**config.mk**
```make
export PLATFORM = sky130hd
export DESIGN_NAME = lsu_issue_arb
export DESIGN_NICKNAME = d
export VERILOG_FILES = /design/src/rtl/lsu_issue_arb.sv
export SDC_FILE = /design/constraint.sdc
export NUM_CORES = 1
export LEC_CHECK = 0
export CAP_MARGIN = 20
export CORE_AREA = 2 2 241 243
export CTS_BUF_LIST = sky130_fd_sc_hd__clkbuf_16
export DETAILED_ROUTE_END_ITERATION = 6
export DIE_AREA = 0 0 243 245
export PLACE_DENSITY_LB_ADDON = 0.3
export SYNTH_ARGS = -nofsm -noshare
export SYNTH_HDL_FRONTEND = slang
export SYNTH_SLANG_ARGS = --single-unit
```
**constraint.sdc**
```tcl
create_clock -name clk -period 10.1 [get_ports clk]
set_clock_uncertainty 0.2 [all_clocks]
set_input_delay 2.02 -clock clk [delete_from_list [all_inputs] [get_ports clk]]
set_output_delay 2.02 -clock clk [all_outputs]
set_load 0.005 [all_outputs]
```
**src/rtl/lsu_issue_arb.sv**
```systemverilog
// rtl/lsu_issue_arb.sv - LSU issue arbiter: store/load selection, one D-cache operation outstanding
// Optional feature: define LSU_ISSUE_ARB_PERF_EN to add perf_ld / perf_st / perf_flushed counters.
module lsu_issue_arb #(
  parameter int NUM_LD     = 8,
  parameter int ROB_W      = 5,
  parameter int PREG_W     = 6,
  parameter int STARVE_MAX = 4
) (
  input  logic                          clk,
  input  logic                          rst,
  input  logic                          flush,
  input  logic [ROB_W-1:0]              rob_head,
  input  logic [NUM_LD-1:0]             ld_rdy,
  input  logic [NUM_LD-1:0][31:0]       ld_addr,
  input  logic [NUM_LD-1:0][2:0]        ld_f3,
  input  logic [NUM_LD-1:0][PREG_W-1:0] ld_pd,
  input  logic [NUM_LD-1:0][ROB_W-1:0]  ld_rob,
  output logic                          ld_free,
  output logic [$clog2(NUM_LD)-1:0]     ld_free_idx,
  input  logic                          st_valid,
  input  logic [ROB_W-1:0]              st_rob,
  input  logic [31:0]                   st_addr,
  input  logic [2:0]                    st_f3,
  input  logic [31:0]                   st_data,
  output logic                          st_pop,
  output logic [31:0]                   dc_addr,
  output logic [3:0]                    dc_rmask,
  output logic [3:0]                    dc_wmask,
  output logic [31:0]                   dc_wdata,
  input  logic [31:0]                   dc_rdata,
  input  logic                          dc_resp,
  output logic                          cdb_valid,
  output logic [PREG_W-1:0]             cdb_pd,
  output logic [ROB_W-1:0]              cdb_rob,
  output logic [31:0]                   cdb_data
`ifdef LSU_ISSUE_ARB_PERF_EN
  ,
  output logic [31:0]                   perf_ld,
  output logic [31:0]                   perf_st,
  output logic [31:0]                   perf_flushed
`endif
);

  localparam int IDX_W = $clog2(NUM_LD);

  typedef enum logic [1:0] {IDLE, BUSY, DRAIN} state_t;

  state_t              state_q, state_d;
  logic [IDX_W-1:0]    rr_ptr;
  logic [3:0]          starve_cnt;

  logic                op_ld;
  logic [31:0]         op_addr;
  logic [2:0]          op_f3;
  logic [31:0]         op_data;
  logic [IDX_W-1:0]    op_idx;
  logic [PREG_W-1:0]   op_pd;
  logic [ROB_W-1:0]    op_rob;

  logic                ld_found;
  logic [IDX_W-1:0]    ld_sel;
  logic [IDX_W-1:0]    scan_idx;
  logic                st_elig;
  logic                pick_load;
  logic                issue_ld;
  logic                issue_st;
  logic                active;
  logic [3:0]          lane_mask;
  logic [31:0]         lane;
  logic [31:0]         ld_val;

  // Circular first-ready scan starting at rr_ptr.
  always_comb begin
    ld_found = 1'b0;
    ld_sel   = '0;
    scan_idx = '0;
    for (int i = 0; i < NUM_LD; i++) begin
      scan_idx = rr_ptr + IDX_W'(i);
      if (!ld_found && ld_rdy[scan_idx]) begin
        ld_found = 1'b1;
        ld_sel   = scan_idx;
      end
    end
  end

  assign st_elig   = st_valid && (st_rob == rob_head);
  assign pick_load = ld_found && (!st_elig || (starve_cnt == 4'(STARVE_MAX)));
  assign issue_ld  = (state_q == IDLE) && !flush && pick_load;
  assign issue_st  = (state_q == IDLE) && !flush && st_elig && !pick_load;
  assign active    = (state_q == BUSY) || (state_q == DRAIN);

  // State register.
  always_ff @(posedge clk) begin
    if (rst) state_q <= IDLE;
    else     state_q <= state_d;
  end

  // Next state and completion strobes; a response taken under flush is dropped.
  always_comb begin
    state_d   = state_q;
    cdb_valid = 1'b0;
    ld_free   = 1'b0;
    st_pop    = 1'b0;
    case (state_q)
      IDLE: begin
        if (issue_ld || issue_st) state_d = BUSY;
      end
      BUSY: begin
        if (dc_resp) begin
          state_d = IDLE;
          if (!flush) begin
            cdb_valid = 1'b1;
            ld_free   = op_ld;
            st_pop    = !op_ld;
          end
        end else if (flush) begin
          state_d = DRAIN;
        end
      end
      DRAIN: begin
        if (dc_resp) state_d = IDLE;
      end
      default: state_d = IDLE;
    endcase
  end

  // Round-robin pointer and store-starvation counter.
  always_ff @(posedge clk) begin
    if (rst || flush) begin
      rr_ptr     <= '0;
      starve_cnt <= '0;
    end else if (issue_ld) begin
      rr_ptr     <= ld_sel + IDX_W'(1);
      starve_cnt <= '0;
    end else if (issue_st && ld_found && (starve_cnt != 4'(STARVE_MAX))) begin
      starve_cnt <= starve_cnt + 4'd1;
    end
  end

  // Latch the issued operation so the D-cache request is stable until its response.
  always_ff @(posedge clk) begin
    if (rst) begin
      op_ld   <= 1'b0;
      op_addr <= '0;
      op_f3   <= '0;
      op_data <= '0;
      op_idx  <= '0;
      op_pd   <= '0;
      op_rob  <= '0;
    end else if (issue_ld || issue_st) begin
      op_ld   <= issue_ld;
      op_addr <= issue_ld ? ld_addr[ld_sel] : st_addr;
      op_f3   <= issue_ld ? ld_f3[ld_sel]   : st_f3;
      op_data <= issue_ld ? 32'd0           : st_data;
      op_idx  <= ld_sel;
      op_pd   <= issue_ld ? ld_pd[ld_sel]   : '0;
      op_rob  <= issue_ld ? ld_rob[ld_sel]  : st_rob;
    end
  end

  // Byte-lane mask from access size and low address bits (misalignment passes through).
  always_comb begin
    case (op_f3[1:0])
      2'b00:   lane_mask = 4'b0001 << op_addr[1:0];
      2'b01:   lane_mask = 4'b0011 << op_addr[1:0];
      default: lane_mask = 4'b1111;
    endcase
  end

  // Extract and extend load data from its lane.
  always_comb begin
    lane = dc_rdata >> {op_addr[1:0], 3'b000};
    case (op_f3)
      3'b000:  ld_val = {{24{lane[7]}}, lane[7:0]};
      3'b001:  ld_val = {{16{lane[15]}}, lane[15:0]};
      3'b100:  ld_val = {24'd0, lane[7:0]};
      3'b101:  ld_val = {16'd0, lane[15:0]};
      default: ld_val = lane;
    endcase
  end

  assign dc_addr     = active ? {op_addr[31:2], 2'b00} : 32'd0;
  assign dc_rmask    = (active && op_ld)  ? lane_mask : 4'd0;
  assign dc_wmask    = (active && !op_ld) ? lane_mask : 4'd0;
  assign dc_wdata    = (active && !op_ld) ? (op_data << {op_addr[1:0], 3'b000}) : 32'd0;
  assign cdb_pd      = ld_free ? op_pd : '0;
  assign cdb_rob     = cdb_valid ? op_rob : '0;
  assign cdb_data    = ld_free ? ld_val : 32'd0;
  assign ld_free_idx = ld_free ? op_idx : '0;

`ifdef LSU_ISSUE_ARB_PERF_EN
  logic resp_discard;
  assign resp_discard = dc_resp && ((state_q == DRAIN) || ((state_q == BUSY) && flush));

  // Completion and discarded-response counters, wrapping.
  always_ff @(posedge clk) begin
    if (rst) begin
      perf_ld      <= '0;
      perf_st      <= '0;
      perf_flushed <= '0;
    end else begin
      if (ld_free)      perf_ld      <= perf_ld + 32'd1;
      if (st_pop)       perf_st      <= perf_st + 32'd1;
      if (resp_discard) perf_flushed <= perf_flushed + 32'd1;
    end
  end
`endif

endmodule

```
==> results.yml <==
global_routing:
  antenna_found_initial: 17
  grt_max_degree: 74
  grt_first_pass_wirelength_mm: 77.02
  gr-usage-all-layers_pct: 17.48
  grt_pass1_vias: 11350
  grt-ovfl-total: 0
logic_synthesis:
  syn_avg_cell_area_um2: 7.897
  synth.area.top_cells: "dfxtp_1 (20%), mux2i_1 (13%), a21oi_1 (7.7%)"
  yosys_warnings: 0
  yosysSeqAreaShare_pct: 19.63
  synth_top_area_cell: "dfxtp_1"
  syn-cell-area_um2: 9279
  synthDistinctLibCells: 55
  synth_edf_count: 0
  synth_top_area_share_pct: 19.63
  synth_commonest_cells: "nand2_1 (154), a21oi_1 (143), mux2i_1 (123), nor2_1 (99), dfxtp_1 (91)"
  synth-seq-cells: 91
  yosysMostFrequentCell: "nand2_1"
  async_reset_ff_share_pct: 0
  synth_cells: 1175
  synth_ff_type: "dfxtp_1"
layout:
  synthToLayoutAreaGrowth_pct: 75.74
  final_util_pct: 28.59
  stdcell_count: 2475
  drive_above_1_share_pct: 9.256
  fin_nets: 2200
sta:
  fin_hold_ws_ps: 252.2
  post-route-min-period_ps: 7430
  setup-violations-final: 0
  fin_crit_sh_pct: 73.56
  slew_headroom_pct: 32.53
  max_slew.worst_pin.slew_ps: 1012
  rsz0062_at_grt: "false"
  hold_viol: 0
  slew_viol_final: 0
  max_freq_mhz: 134.6
  tns_ps: 0
worst_setup_path:
  slowest_stage: "inv_1"
  arrival_ps: 5210
  slowest_delay_ps: 580
  cp-end-kind: "primary output"
  worstPathMaxFanout: 17
  criticalPathCategory: "input pin to primary output"
  crit_chain: "clkdlybuf4s50_1 > nor2b_1 > and2_1 > nand2_1 > inv_1 > o21ai_1 > buf_4 > a21oi_1 > clkdlybuf4s50_1"
  worstPathRequired_ps: 7880
  r2r_setup_slack_ps: 3360
  cpMostUsedCell: "clkdlybuf4s50_1"
  critPathLaunchType: "input pin"
power:
  power_uw: 1847
  pwr_density_cell_nw_per_um2: 113.2
  worst_ir_drop_vdd_uv: 83.01
  p_leak_uw: 0.005654
floorplan:
  pin_count: 611
  die_w_um: 243
  dieArea_um2: 59540
  core_um2: 57030
  start_util_pct: 16.27
  rows: 88
  die_h_um: 245
placed_design:
  portBuffers: 608
  post-dp-hpwl_mm: 43.38
  place_inst: 2456
  routabilityCongestion: 0.8801
route:
  detail-route-antenna-nets: 0
  vias: 11450
  drt_iter0_drc: 644
  vias_per_cell: 4.625
  wl_per_cell_um: 22.04
  drc: 0
  firstDrtPassIters: 6
  wl_mm: 54.56
clock_tree:
  clk_pin_slew_worst_paths_ps: 70
  cts_setup_buffers: 0
  cts.htree.levels: 3
  cts_buffers: 9
  cts.sinks: 91
  cts-root-buf: "clkbuf_16"
  cts_buffer_depth: 2
  ctsResizeCount: 0
  holdBufCountCts: 0
  cts_tree: "yes"
  insertion_delay_ps: 390
run:
  cap_violations: 0
worst_hold_path:
  hp-class: "register to register"
outcome:
  status: "completed"
==> final timing paths <==
kind                             startpoint            to  depth (start not counted)
worst max-delay path                  flush  cdb_data[31]                          9
worst min-delay path            op_data[25]   op_data[25]                          2
worst max register to register    rr_ptr[0]    op_addr[8]                         13
worst min register to register  op_data[25]   op_data[25]                          2
==> per-stage QoR <==
stage | setup WS (ps) | area [µm²]
after CTS | 2541 | 16300
after global routing | 2335 | 16300
after global placement | 2604 | 16010
final | 2670 | 16310
after detailed placement | 2558 | 16010
after floorplan | 4493 | 9283
==> cell families (layout without fill, tap and decap cells) <==
family / Yosys count / count (layout) / share of synthesized area [%]
compound gates: 381 / 381 / 31.81
xor+xnor: 9 / 9 / 0.8496
fa+ha+maj: 8 / 8 / 1.079
buf+inv: 124 / 655 / 5.919
flops: 91 / 91 / 19.63
mux: 186 / 186 / 22.25
other cells: 1 / 5 / 0.04041
simple gates: 375 / 375 / 18.42
==> state kept, by name, summed over array words and instances, names as in the netlist <==
signal      flops
op_addr        32
op_data        32
op_f3           3
op_idx          3
op_ld           1
op_pd           6
op_rob          5
rr_ptr          3
starve_cnt      4
state_q         2
==> critical path: cells and delay by family <==
family / cells / cell delay, ps
compound gates: 2 / 270
buf+inv: 4 / 1800
simple gates: 3 / 1100
==> where the power goes <==
group / switching (µW) / internal, µW
sequential: 36.7 / 404
combinational: 564 / 481
clock: 189 / 172
total: 790 / 1060
==> routing by layer <==
metal	track usage (%)	wire, µm	vias to the layer above
met2	30.82	27250	480
met1	20.68	22020	5448
met3	5.314	4098	69
met5	0	125	-
met4	4.096	1060	20
li1	-	-	5429
==> layout by cell type (no fill, tap or decap), types with 35 or more instances in the layout <==
cell type        Yosys  layout
and2_1              51      51
a2111oi_2           36      36
a211oi_1            35      35
clkdlybuf4s50_1      0     607
nand2_1            154     152
dfxtp_1             91      89
a221o_1             40      40
o211a_1             38      37
mux2i_1            123     123
nor2_1              99      98
a21oi_1            143     143
mux2_2              52      52
==> final cells by class <==
cell class / instances / area [µm²]
flip-flops and latches: 91 / 1824
multi-input cells: 961 / 6960
clock inverters: 7 / 61.31
diodes: 3 / 7.507
inverters: 12 / 45.04
clock buffers: 9 / 225.2
well taps: 765 / 957.2
fillers: 6175 / 40730
repair buffers: 627 / 6226
(Power assumes the default switching activity.)
